--- config.mk ---
export PLATFORM = sky130hd
export DESIGN_NAME = alu_operand_seq
export DESIGN_NICKNAME = d
export VERILOG_FILES = /design/src/rtl/alu_operand_seq.sv
export SDC_FILE = /design/constraint.sdc
export NUM_CORES = 1
export LEC_CHECK = 0
export CORE_ASPECT_RATIO = 0.9
export CORE_UTILIZATION = 48
export CTS_CLUSTER_SIZE = 28
export DETAILED_ROUTE_END_ITERATION = 8
export PLACE_DENSITY = 0.93
export SLEW_MARGIN = 10
export SYNTH_ARGS = -nofsm -noshare
export SYNTH_HDL_FRONTEND = slang
export SYNTH_SLANG_ARGS = --single-unit
--- constraint.sdc ---
create_clock -name clk -period 3.4 [get_ports clk]
set_input_delay 0.51 -clock clk [delete_from_list [all_inputs] [get_ports clk]]
set_output_delay 0.51 -clock clk [all_outputs]
set_load 0.1 [all_outputs]
--- src/rtl/alu_operand_seq.sv ---
// alu_operand_seq: input sequencer for the lab-board 4-bit ALU.
// Collects operand A, operand B and the opcode from the slide switches, one
// debounced button press per item. It drives them as registered ALU inputs
// and latches the ALU result and flags for the display stage.
//
// Ports:
//   clk, rst_n          clock, asynchronous active-low reset
//   sw                  operand switches (DATA_W)
//   op_sel              opcode switches (3)
//   btn                 raw "next" push-button (async, bouncy, active-high)
//   a_out, b_out        registered operands to ALU
//   ctrl_out            registered opcode to ALU
//   alu_res/car/of      combinational ALU result and flags
//   res_q, car_q, of_q  latched ALU result and flags
//   valid               latched result belongs to current operand set
//   state_o             FSM state code for debug LEDs
module alu_operand_seq #(
    parameter int unsigned DATA_W          = 4,
    parameter int unsigned DEBOUNCE_CYCLES = 16
) (
    input  logic              clk,
    input  logic              rst_n,
    input  logic [DATA_W-1:0] sw,
    input  logic [2:0]        op_sel,
    input  logic              btn,
    output logic [DATA_W-1:0] a_out,
    output logic [DATA_W-1:0] b_out,
    output logic [2:0]        ctrl_out,
    input  logic [DATA_W-1:0] alu_res,
    input  logic              alu_car,
    input  logic              alu_of,
    output logic [DATA_W-1:0] res_q,
    output logic              car_q,
    output logic              of_q,
    output logic              valid,
    output logic [2:0]        state_o
);

    localparam int unsigned CNT_W = (DEBOUNCE_CYCLES > 1) ? $clog2(DEBOUNCE_CYCLES) : 1;
    localparam logic [CNT_W-1:0] CNT_MAX = CNT_W'(DEBOUNCE_CYCLES - 1);

    typedef enum logic [2:0] {
        IDLE  = 3'd0,
        GOT_A = 3'd1,
        GOT_B = 3'd2,
        EXEC  = 3'd3,
        DONE  = 3'd4
    } state_e;

    // Button synchroniser, debouncer and rising-edge detector
    logic             s1_q, s2_q;
    logic             db_q, db_dly_q;
    logic [CNT_W-1:0] cnt_q;
    logic             press_c;

    always_ff @(posedge clk or negedge rst_n) begin
        if (!rst_n) begin
            s1_q     <= 1'b0;
            s2_q     <= 1'b0;
            db_q     <= 1'b0;
            db_dly_q <= 1'b0;
            cnt_q    <= '0;
        end else begin
            s1_q     <= btn;
            s2_q     <= s1_q;
            db_dly_q <= db_q;
            if (s2_q == db_q) begin
                cnt_q <= '0;
            end else if (cnt_q == CNT_MAX) begin
                db_q  <= s2_q;
                cnt_q <= '0;
            end else begin
                cnt_q <= cnt_q + CNT_W'(1);
            end
        end
    end

    // One-cycle pulse per accepted rising level; releases produce nothing
    assign press_c = db_q & ~db_dly_q;

    // Sequencer state and captured registers
    state_e            state_q, state_d;
    logic [DATA_W-1:0] a_q, a_d, b_q, b_d, res_r_q, res_r_d;
    logic [2:0]        ctrl_q, ctrl_d;
    logic              car_r_q, car_r_d, of_r_q, of_r_d, valid_q, valid_d;

    always_comb begin
        state_d = state_q;
        a_d     = a_q;
        b_d     = b_q;
        ctrl_d  = ctrl_q;
        res_r_d = res_r_q;
        car_r_d = car_r_q;
        of_r_d  = of_r_q;
        valid_d = valid_q;
        case (state_q)
            IDLE: begin
                if (press_c) begin
                    a_d     = sw;
                    state_d = GOT_A;
                end
            end
            GOT_A: begin
                if (press_c) begin
                    b_d     = sw;
                    state_d = GOT_B;
                end
            end
            GOT_B: begin
                if (press_c) begin
                    ctrl_d  = op_sel;
                    state_d = EXEC;
                end
            end
            // ALU inputs settled on the previous edge; a press here is dropped
            EXEC: begin
                res_r_d = alu_res;
                car_r_d = alu_car;
                of_r_d  = alu_of;
                valid_d = 1'b1;
                state_d = DONE;
            end
            // New operand set starts; B and opcode keep old values until recaptured
            DONE: begin
                if (press_c) begin
                    valid_d = 1'b0;
                    a_d     = sw;
                    state_d = GOT_A;
                end
            end
            // Unused encodings recover to IDLE without touching any register
            default: begin
                state_d = IDLE;
            end
        endcase
    end

    always_ff @(posedge clk or negedge rst_n) begin
        if (!rst_n) begin
            state_q <= IDLE;
            a_q     <= '0;
            b_q     <= '0;
            ctrl_q  <= '0;
            res_r_q <= '0;
            car_r_q <= 1'b0;
            of_r_q  <= 1'b0;
            valid_q <= 1'b0;
        end else begin
            state_q <= state_d;
            a_q     <= a_d;
            b_q     <= b_d;
            ctrl_q  <= ctrl_d;
            res_r_q <= res_r_d;
            car_r_q <= car_r_d;
            of_r_q  <= of_r_d;
            valid_q <= valid_d;
        end
    end

    assign a_out    = a_q;
    assign b_out    = b_q;
    assign ctrl_out = ctrl_q;
    assign res_q    = res_r_q;
    assign car_q    = car_r_q;
    assign of_q     = of_r_q;
    assign valid    = valid_q;
    assign state_o  = 3'(state_q);

endmodule

**Yosys cells after proc, flatten, opt, wreduce, memory -nomap -nowiden**

Cells that the tools add are included.

- Bitwise operators: 3
- Equality and inequality tests: 10
- Muxes and demuxes: 8
- Add/subtract/negate cells: 1
- Reductions and logical operators: 9

Operators with widths:

| operator | number |
|---|---|
| case mux 3 bit (4 select lines) | 1 |
| AND reduction 2 bit | 5 |
| 2-to-1 mux 3 bit | 3 |
| 2-to-1 mux 4 bit | 2 |
| equality test 3 x 2 -> 1 bit (second input constant) | 2 |
| != test 2 bit (second input constant) | 3 |
| adder 4 x 1 -> 4 bit (second input constant) | 1 |
| equality test 4 bit (second input constant) | 1 |
| equality test 3 x 1 -> 1 bit (second input constant) | 1 |
| equality test 3 bit (second input constant) | 1 |
| logical NOT 3 bit | 1 |
| AND reduction 3 bit | 1 |
| != test 2 x 1 -> 1 bit (second input constant) | 1 |
| inverter 1 bit | 2 |
| case mux 1 bit (2 select lines) | 1 |
| nonzero test 2 bit | 1 |
| OR reduction 2 bit | 1 |
| AND 1 bit | 1 |
| equality test 1 bit | 1 |
| 2-to-1 mux 1 bit | 1 |

- Register bits: 29
- Input port bits: 16
- Logic and storage cells: 44
- Output and inout bits: 21

**Logic depth before layout (Yosys ltp)**

Gate-level depths: netlist of run 1.

- Depth after elaboration: 4
- Depth in mapped cells: 4
- Depth with buffers taken out: 4

**Least setup slack after synthesis of run 1**

No wires, ideal clock.

- Kind: register -> register
- Start: register state_q[1] (netlist: state_o[1])
- End: register b_q[0] (netlist: b_out[0])
- Cell stages (with the launch flop): 5
- Period minus slack after synthesis: 2.087 ns
- Setup time: 0.125 ns
- Arrival: 1.961 ns
- Data required time: 3.275 ns
- Path slack: 1.313 ns
- Cells stage by stage: dfrtp_1 > buf_6 > or4b_4 > buf_6 > mux2_4

- Longest elaborated chain between the ends: 2

RTL lines:

| element | line | source |
|---|---|---|
| start, declared | 82 | `state_e state_q, state_d;` |
| start signal, assigned | 149 | `state_q <= state_d;` |
| equality test 3 x 1 -> 1 bit | 96 | `case (state_q)` |
| AND reduction 2 bit (no line) | n/a |  |
| end signal, assigned | 142 | `b_q <= '0;` |
| end signal, assigned | 151 | `b_q <= b_d;` |
| end, declared | 83 | `logic [DATA_W-1:0] a_q, a_d, b_q, b_d, res_r_q, res_r_d;` |

No other way between the ends.
A chain may end at the register's enable or synchronous reset.

**Worst setup path in the final report of run 1**

- Start: register state_q[1] (netlist: state_o[1])
- End: output port state_o[1]

RTL lines:

| element | line | source |
|---|---|---|
| end, declared | 36 | `output logic [2:0] state_o` |

No word-level cell between the ends.

==> results.sh, run 1 <==
export IMPL_outcome="finished clean"
export IMPL_grt_pass1_vias=813
export IMPL_place_gp_congestion=0.799
export IMPL_p_per_area_nw_per_um2=431
export IMPL_syn_to_final_growth_pct=37.0
export IMPL_start_kind="flip-flop"
export IMPL_drtIter0Drc=4
export IMPL_hold_end="s2_q"
export IMPL_critPathLaunch="state_o[1]"
export IMPL_cts_path_max_buffers=2
export IMPL_p_leak_nw=0.701
export IMPL_num_antenna_cells=0
export IMPL_core_area_um2=2220
export IMPL_yosysSeqAreaShare_pct=62.8
export IMPL_r2r_setup_slack_ps=1720
export IMPL_wirelength_mm=2.13
export IMPL_syn_avg_cell_area_um2=14.6
export IMPL_setup_viol=0
export IMPL_htreeDepth=2
export IMPL_tightest_slew_ps=982
export IMPL_cts_tree="yes"
export IMPL_cts_resized_gates=0
export IMPL_overflow=0
export IMPL_rsz0062_at_grt="false"
export IMPL_path_buf_inv=1
export IMPL_num_fill_cells=156
export IMPL_layout_setup_ws_ps=887
export IMPL_place_inst=141
export IMPL_ys_seq_elements=29
export IMPL_synth_area_um2=1160
export IMPL_grt_usage_pct=19.9
export IMPL_hold_depth=0
export IMPL_maxSlewHeadroom_pct=34.3
export IMPL_critical_path_class="reg -> out"
export IMPL_holdBufCountCts=0
export IMPL_antenna_found_initial=0
export IMPL_design_die_area_um2=2610
export IMPL_drive_gt1_share_pct=23.0
export IMPL_finalSetupTns_ps=0
export IMPL_postRouteAntennaNets=0
export IMPL_hold_viol=0
export IMPL_dpl_worst_slack_ps=1230
export IMPL_clk_pin_slew_ps=80
export IMPL_fin_crit_ps=2510
export IMPL_cp_depth=1
export IMPL_slew_violations=0
export IMPL_yosys_warnings=0
export IMPL_final_cells=149
export IMPL_whs_ps=355
export IMPL_crit_fanout=9
export IMPL_port_buffers=36
export IMPL_post_cts_setup_buffers=0
export IMPL_multi_input_area_um2=400
export IMPL_routedWlPerCell_um=14.3
export IMPL_die_h_um=48.6
export IMPL_rr_endpoint="a_out[1]"
export IMPL_io_pins=37
export IMPL_hold_start="s1_q"
export IMPL_vias=784
export IMPL_cp_slowest_cell="clkdlybuf4s50_1"
export IMPL_drc=0
export IMPL_synth_distinct_cells=22
export IMPL_fmax_mhz=398
export IMPL_hold_path_class="reg -> reg"
export IMPL_grt_max_degree=30
export IMPL_timing_final_crit_share_pct=73.9
export IMPL_clock_latency_ps=310
export IMPL_place_hpwl_mm=1.59
export IMPL_syn_num_nets=96
export IMPL_numCtsBuffers=5
export IMPL_critical_path_top_delay_family="buffers and inverters"
export IMPL_seq_area_um2=726
export IMPL_crit_arrival_ps=2000
export IMPL_syn_inst=79
export IMPL_die_w_um=53.7
export IMPL_finalClockSkew_ps=3.78
export IMPL_slowest_delay_ps=1190
export IMPL_row_count=16
export IMPL_vdd_drop_max_v=0.000331
export IMPL_reg2reg_depth=3
export IMPL_endpoint_kind="primary output"
export IMPL_finalNetCount=138
export IMPL_required_ps=2890
export IMPL_clock_sinks=29
export IMPL_first_pass_iters=4
export IMPL_timing_rr_start="state_o[0]"
export IMPL_grt_pass1_wl_mm=3.51
export IMPL_yosys_area_top_type_share_pct=62.8
export IMPL_vias_per_cell=5.26
export IMPL_cts_root_buffer="clkbuf_4"
export IMPL_drv_cap=0
export IMPL_synth_area_top_cells="dfrtp_1, mux2_2, mux2_4"
export IMPL_initial_utilization_pct=52.0
export IMPL_synth_top_cell_by_area="dfrtp_1"
export IMPL_crit_chain="clkdlybuf4s50_1"
worst max-delay path by stage:
stage,endpoint,slack (ps)
after floorplan,b_out[0],1310
after global placement,state_o[1],1260
after detailed placement,state_o[1],1230
after CTS,state_o[1],880
after global routing,state_o[1],820
final,state_o[1],890
synth_stat cells:
master,n
nor2b_1,2
nor2_1,2
nand3_1,2
xnor2_1,2
nand2_1,4
or3b_2,1
nor2_2,1
or4b_4,1
mux2_2,14
nor3b_1,1
inv_1,2
dfrtp_1,29
a21boi_0,1
nand4b_1,1
buf_6,2
mux2_4,4
nand2b_2,1
o22ai_1,1
o21ai_0,4
ha_1,1
or4b_1,1
a21oi_1,2
where the power goes:
group | total, mW | internal, mW | switching, mW
Sequential | 0.366 | 0.358 | 0.00871
Clock | 0.186 | 0.0822 | 0.104
Combinational | 0.130 | 0.0425 | 0.0871
Total | 0.682 | 0.482 | 0.200
layout make-up:
class	count	area share, %
Clock buffer	8	3.08
Inverter	2	0.474
Multi-Input combinational cell	46	25.3
Sequential cell	29	45.8
Tap cell	27	2.13
Timing Repair Buffer	37	23.2
routing by layer:
layer  vias up  wire, um  global-route usage, %
met5         -         0                      0
met4         0        80                   13.2
met3         9       142                   7.23
met2        32      1040                   32.5
met1       386       863                   20.3
li1        357         -                      -
sequential cells by signal, indices dropped and copies added, names as in the netlist:
name,flops
s2_q,1
db_q,1
s1_q,1
a_out,4
car_q,1
res_q,4
state_o,3
b_out,4
valid,1
of_q,1
cnt_q,4
db_dly_q,1
ctrl_out,3
cells by family (layout without fill, tap and decap cells):
family / count (synthesis) / after routing / synth area share [%]
xor+xnor: 2 / 2 / 1.52
mux: 18 / 18 / 18.8
fa+ha+maj: 1 / 1 / 1.08
compound gates: 8 / 8 / 3.79
buf+inv: 4 / 47 / 2.60
flops: 29 / 29 / 62.8
simple gates: 17 / 17 / 9.42
placed cells by master (no fill, tap or decap), types with 2 or more instances in the layout:
| master | synthesis | layout |
|---|---|---|
| clkdlybuf4s50_1 | 0 | 36 |
| dfrtp_1 | 29 | 29 |
| mux2_2 | 14 | 14 |
| clkbuf_4 | 0 | 5 |
| o21ai_0 | 4 | 4 |
| mux2_4 | 4 | 4 |
| nand2_1 | 4 | 4 |
| clkbuf_1 | 0 | 3 |
| xnor2_1 | 2 | 2 |
| nor2_1 | 2 | 2 |
| nor2b_1 | 2 | 2 |
| nand3_1 | 2 | 2 |
| inv_1 | 2 | 2 |
| a21oi_1 | 2 | 2 |
stage by stage:
stage,util [%],area [um^2],power (mW)
3_3_place_gp,69.1,1540,0.500
6_report,71.3,1580,0.682
3_5_place_dp,69.1,1540,0.504
5_1_grt,71.3,1580,0.711
2_1_floorplan,-,1160,0.455
4_1_cts,71.3,1580,0.690
(Power assumes the default switching activity.)
==> run 2, diff against run 1 <==
Settings changed: CORE_UTILIZATION 48 to 44, PLACE_DENSITY 0.93 to 0.87.
Clock period 3.4 ns to 2.36 ns, I/O delays scaled along.
==> results.sh, run 2 (synthesized netlist as in run 1, its figures left out) <==
export IMPL_endpoint_kind="flip-flop"
export IMPL_fmax_mhz=593
export IMPL_hold_path_class="reg -> reg"
export IMPL_place_hpwl_mm=1.56
export IMPL_timing_final_crit_share_pct=71.4
export IMPL_drive_gt1_share_pct=42.6
export IMPL_vias=773
export IMPL_place_gp_congestion=0.767
export IMPL_cts_path_max_buffers=2
export IMPL_crit_fanout=7
export IMPL_place_inst=142
export IMPL_layout_common_cells="dfrtp_1, buf_4, clkdlybuf4s50_1, mux2_2, clkbuf_4"
export IMPL_die_h_um=50.6
export IMPL_num_antenna_cells=0
export IMPL_grt_busiest_layer="met2"
export IMPL_timing_rr_start="state_o[0]"
export IMPL_fin_crit_ps=1690
export IMPL_vias_per_cell=5.15
export IMPL_cts_root_buffer="clkbuf_4"
export IMPL_p_leak_nw=0.744
export IMPL_clk_pin_slew_ps=90
export IMPL_vdd_drop_max_v=0.000530
export IMPL_overflow=0
export IMPL_grt_max_degree=30
export IMPL_cts_tree="yes"
export IMPL_seq_area_um2=726
export IMPL_critical_path_class="reg -> reg"
export IMPL_grt_pass1_vias=854
export IMPL_outcome="finished clean"
export IMPL_slowest_delay_ps=540
export IMPL_hold_start="s1_q"
export IMPL_slew_violations=0
export IMPL_hold_viol=0
export IMPL_cts_resized_gates=0
export IMPL_post_cts_setup_buffers=0
export IMPL_numCtsBuffers=5
export IMPL_grt_usage_pct=17.0
export IMPL_final_cells=150
export IMPL_clock_sinks=29
export IMPL_drtIter0Drc=8
export IMPL_p_per_area_nw_per_um2=675
export IMPL_drc=0
export IMPL_design_die_area_um2=2840
export IMPL_io_pins=37
export IMPL_row_count=17
export IMPL_gr_usage_met2_pct=31.3
export IMPL_drv_cap=0
export IMPL_power_mw=1.05
export IMPL_first_pass_iters=3
export IMPL_holdBufCountCts=0
export IMPL_start_kind="flip-flop"
export IMPL_wirelength_mm=2.14
export IMPL_whs_ps=354
export IMPL_critPathLaunch="state_o[0]"
export IMPL_tightest_slew_ps=368
export IMPL_finalSetupTns_ps=0
export IMPL_routedWlPerCell_um=14.2
export IMPL_finalClockSkew_ps=7.24
export IMPL_setup_viol=0
export IMPL_maxSlewHeadroom_pct=75.3
export IMPL_rsz0062_at_grt="false"
export IMPL_antenna_found_initial=0
export IMPL_grt_pass1_wl_mm=3.55
export IMPL_required_ps=2570
export IMPL_cp_slowest_cell="or3b_2"
export IMPL_die_w_um=56.0
export IMPL_crit_arrival_ps=1900
export IMPL_final_common_cell="dfrtp_1"
export IMPL_grt_met1_usage_pct=17.2
export IMPL_syn_to_final_growth_pct=34.4
export IMPL_port_buffers=36
export IMPL_crit_chain="or3b_2 -> nor2_2 -> mux2_2"
export IMPL_clock_latency_ps=320
export IMPL_finalNetCount=138
export IMPL_multi_input_area_um2=400
export IMPL_use_met3_pct=5.41
export IMPL_postRouteAntennaNets=0
export IMPL_initial_utilization_pct=46.9
export IMPL_place_area_um2=1480
export IMPL_design_area_um2=1550
export IMPL_num_fill_cells=208
export IMPL_htreeDepth=2
export IMPL_core_area_um2=2470
==> run 2: cell count changes in the layout (fill, tap and decap cells not counted), sizes merged <==
cell / before / now
clkinv: 0 / 1
clkdlybuf4s50: 36 / 15
buf: 1 / 22
clkbuf: 8 / 7
==> run 2: final cells by class <==
class	instances	area share, %
flip-flops and latches	29	46.7
multi-input cells	46	25.8
repair buffers	37	20.3
clock buffers	7	4.19
well taps	28	2.25
inverters	2	0.483
clock inverters	1	0.322
==> run 2: per-layer routing <==
metal	vias to the layer above	part of all wire, %	wire, um
met5	-	0	0
met4	0	0.98	21
met3	3	4.3	91
met2	19	55	1170
met1	388	40	853
li1	363	-	-
==> run 2: final timing paths <==
kind	cells after the start	slack, ps	end
max	3	670	a_out[2]
min	0	350	s2_q
max reg2reg	3	670	a_out[2]
min reg2reg	0	350	s2_q
max in group asynchronous	2	1700	state_o[1]
min in group asynchronous	2	400	res_q[1]
==> run 2: worst max-delay path: cells and delay by family, from the launching register on <==
family	cells	cell delay [ps]
flip-flops	1	450
multiplexers	1	370
AND/OR/NAND/NOR	2	760
==> run 2: through the flow <==
| stage | setup WS [ps] | util [%] |
|---|---|---|
| after global placement | 790 | 60.1 |
| after global routing | 609 | 63.0 |
| after CTS | 671 | 63.0 |
| after floorplan | 273 | - |
| final | 674 | 63.0 |
| after detailed placement | 703 | 60.1 |
==> run 2: power breakdown <==
part	leakage (nW)	switching [mW]	total, mW	internal, mW
clock network	0.0413	0.166	0.338	0.172
registers	0.368	0.0130	0.528	0.515
logic	0.335	0.125	0.182	0.0563
total	0.744	0.304	1.05	0.744
==> run 3, diff against run 2 <==
Clock period 2.36 ns to 1.6 ns, I/O delays scaled along.
==> results.sh, run 3 (synthesized netlist as in run 1, its figures left out) <==
export IMPL_outcome="finished clean"
export IMPL_start_kind="flip-flop"
export IMPL_clock_sinks=29
export IMPL_p_int_mw=1.11
export IMPL_routedWlPerCell_um=14.5
export IMPL_cts_path_max_buffers=2
export IMPL_place_hpwl_mm=1.73
export IMPL_syn_to_final_growth_pct=61.5
export IMPL_vdd_drop_max_v=0.000637
export IMPL_endpoint_kind="flip-flop"
export IMPL_clk_pin_slew_ps=80
export IMPL_crit_chain="nand2b_4 -> or4b_4 -> mux2_4"
export IMPL_p_per_area_nw_per_um2=835
export IMPL_reg2reg_depth=3
export IMPL_cp_slowest_cell="or4b_4"
export IMPL_htreeDepth=2
export IMPL_overflow=0
export IMPL_drc=0
export IMPL_tightest_slew_ps=356
export IMPL_design_area_um2=1870
export IMPL_die_w_um=56.0
export IMPL_layout_common_cells="dfrtp_1, buf_12, clkdlybuf4s50_1, mux2_2, buf_4"
export IMPL_hold_path_class="in -> async"
export IMPL_finalClockSkew_ps=4.14
export IMPL_r2r_setup_slack_ps=40
export IMPL_swShare_pct=28.7
export IMPL_grt_usage_pct=18.3
export IMPL_dr_wl_met2_mm=1.17
export IMPL_dpl_worst_slack_ps=-30.9
export IMPL_wl_met3_um=115
export IMPL_wl_met1_um=921
export IMPL_die_h_um=50.6
export IMPL_p_leak_nw=0.840
export IMPL_required_ps=1810
export IMPL_fin_crit_ps=1560
export IMPL_layout_setup_ws_ps=40.8
export IMPL_combPwrFrac_pct=20.7
export IMPL_final_cells=155
export IMPL_core_area_um2=2470
export IMPL_grt_pass1_vias=842
export IMPL_setup_viol=0
export IMPL_first_pass_iters=4
export IMPL_num_fill_cells=153
export IMPL_maxSlewHeadroom_pct=76.3
export IMPL_initial_utilization_pct=46.9
export IMPL_finalNetCount=143
export IMPL_cts_tree="yes"
export IMPL_row_count=17
export IMPL_slowest_delay_ps=590
export IMPL_vias=807
export IMPL_dr_max_layer_used="met4"
export IMPL_crit_fanout=5
export IMPL_postRouteAntennaNets=0
export IMPL_final_common_cell="dfrtp_1"
export IMPL_io_pins=37
export IMPL_drtIter0Drc=8
export IMPL_timing_rr_start="db_dly_q"
export IMPL_crit_arrival_ps=1760
export IMPL_num_antenna_cells=0
export IMPL_port_buffers=36
export IMPL_place_gp_congestion=0.791
export IMPL_clock_latency_ps=310
export IMPL_drive_gt1_share_pct=46.5
export IMPL_vias_per_cell=5.21
export IMPL_design_die_area_um2=2840
export IMPL_antenna_found_initial=0
export IMPL_wirelength_mm=2.25
export IMPL_drv_cap=0
export IMPL_hold_viol=0
export IMPL_place_inst=147
export IMPL_slew_violations=0
export IMPL_critical_path_class="reg -> reg"
export IMPL_whs_ps=302
export IMPL_grt_pass1_wl_mm=3.87
export IMPL_rr_endpoint="b_out[3]"
export IMPL_timing_final_crit_share_pct=97.4
export IMPL_rsz0062_at_grt="false"
export IMPL_fmax_mhz=641
export IMPL_share_seq_of_total_power_pct=50.6
export IMPL_place_area_um2=1790
export IMPL_clkPwrFrac_pct=28.7
export IMPL_numCtsBuffers=5
export IMPL_grt_max_degree=30
export IMPL_switching_power_mw=0.447
export IMPL_cts_root_buffer="clkbuf_4"
export IMPL_post_cts_setup_buffers=0
run 3: cell types whose count changed in the layout (fill, tap and decap cells not counted), sizes merged:
cell,previous run,this run
clkinv,1,0
clkbuf,7,8
buf,22,27
run 3: worst max-delay path by stage:
| stage | to | slack, ps | from |
|---|---|---|---|
| 6_report | b_out[3] | 40 | db_dly_q |
| 5_1_grt | b_out[3] | 2 | db_dly_q |
| 4_1_cts | b_out[3] | 6 | db_dly_q |
| 3_5_place_dp | a_out[0] | -30 | state_o[0] |
| 3_3_place_gp | a_out[0] | 10 | state_o[0] |
| 2_1_floorplan | b_out[0] | -210 | state_o[1] |
run 3: per-layer routing:
layer  vias to the layer above  track usage (%)
met5                         -                0
met4                         0             8.54
met3                         7             6.44
li1                        372                -
met1                       402             20.8
met2                        26             31.2
run 3: repair_timing:
action / CTS / global route
gates resized for setup: 2 / 2
hold buffers: 0 / 0
pin swaps: 2 / 1
setup endpoints to repair: 6 / 13
run 3: critical path: cells and delay by family, from the launching register on:
family | cells | cell delay, ps
and+or+nand+nor | 2 | 740
muxes | 1 | 320
DFF | 1 | 390
run 3: power groups by stage:
| stage | combinational (mW) | clock [mW] | sequential (mW) |
|---|---|---|---|
| 2_1_floorplan | 0.0346 | 0 | 0.934 |
| 3_3_place_gp | 0.319 | 0 | 0.801 |
| 3_5_place_dp | 0.325 | 0 | 0.804 |
| 4_1_cts | 0.325 | 0.465 | 0.790 |
| 5_1_grt | 0.336 | 0.497 | 0.793 |
| 6_report | 0.322 | 0.447 | 0.789 |
run 3: cell type report:
class / count / area [um^2] / share of cell area [%]
Inverter: 2 / 7.51 / 0.402
Clock buffer: 8 / 58.8 / 3.15
Sequential cell: 29 / 734 / 39.3
Multi-Input combinational cell: 46 / 415 / 22.3
Timing Repair Buffer: 42 / 616 / 33.0
Tap cell: 28 / 35.0 / 1.88
run 3: metrics by stage:
step,power [mW],setup TNS [ps],utilization (%)
after floorplan,0.968,-1780,-
after global placement,1.12,0,72.7
after detailed placement,1.13,-118,72.7
after CTS,1.58,0,75.4
after global routing,1.63,0,75.7
final,1.56,0,75.7
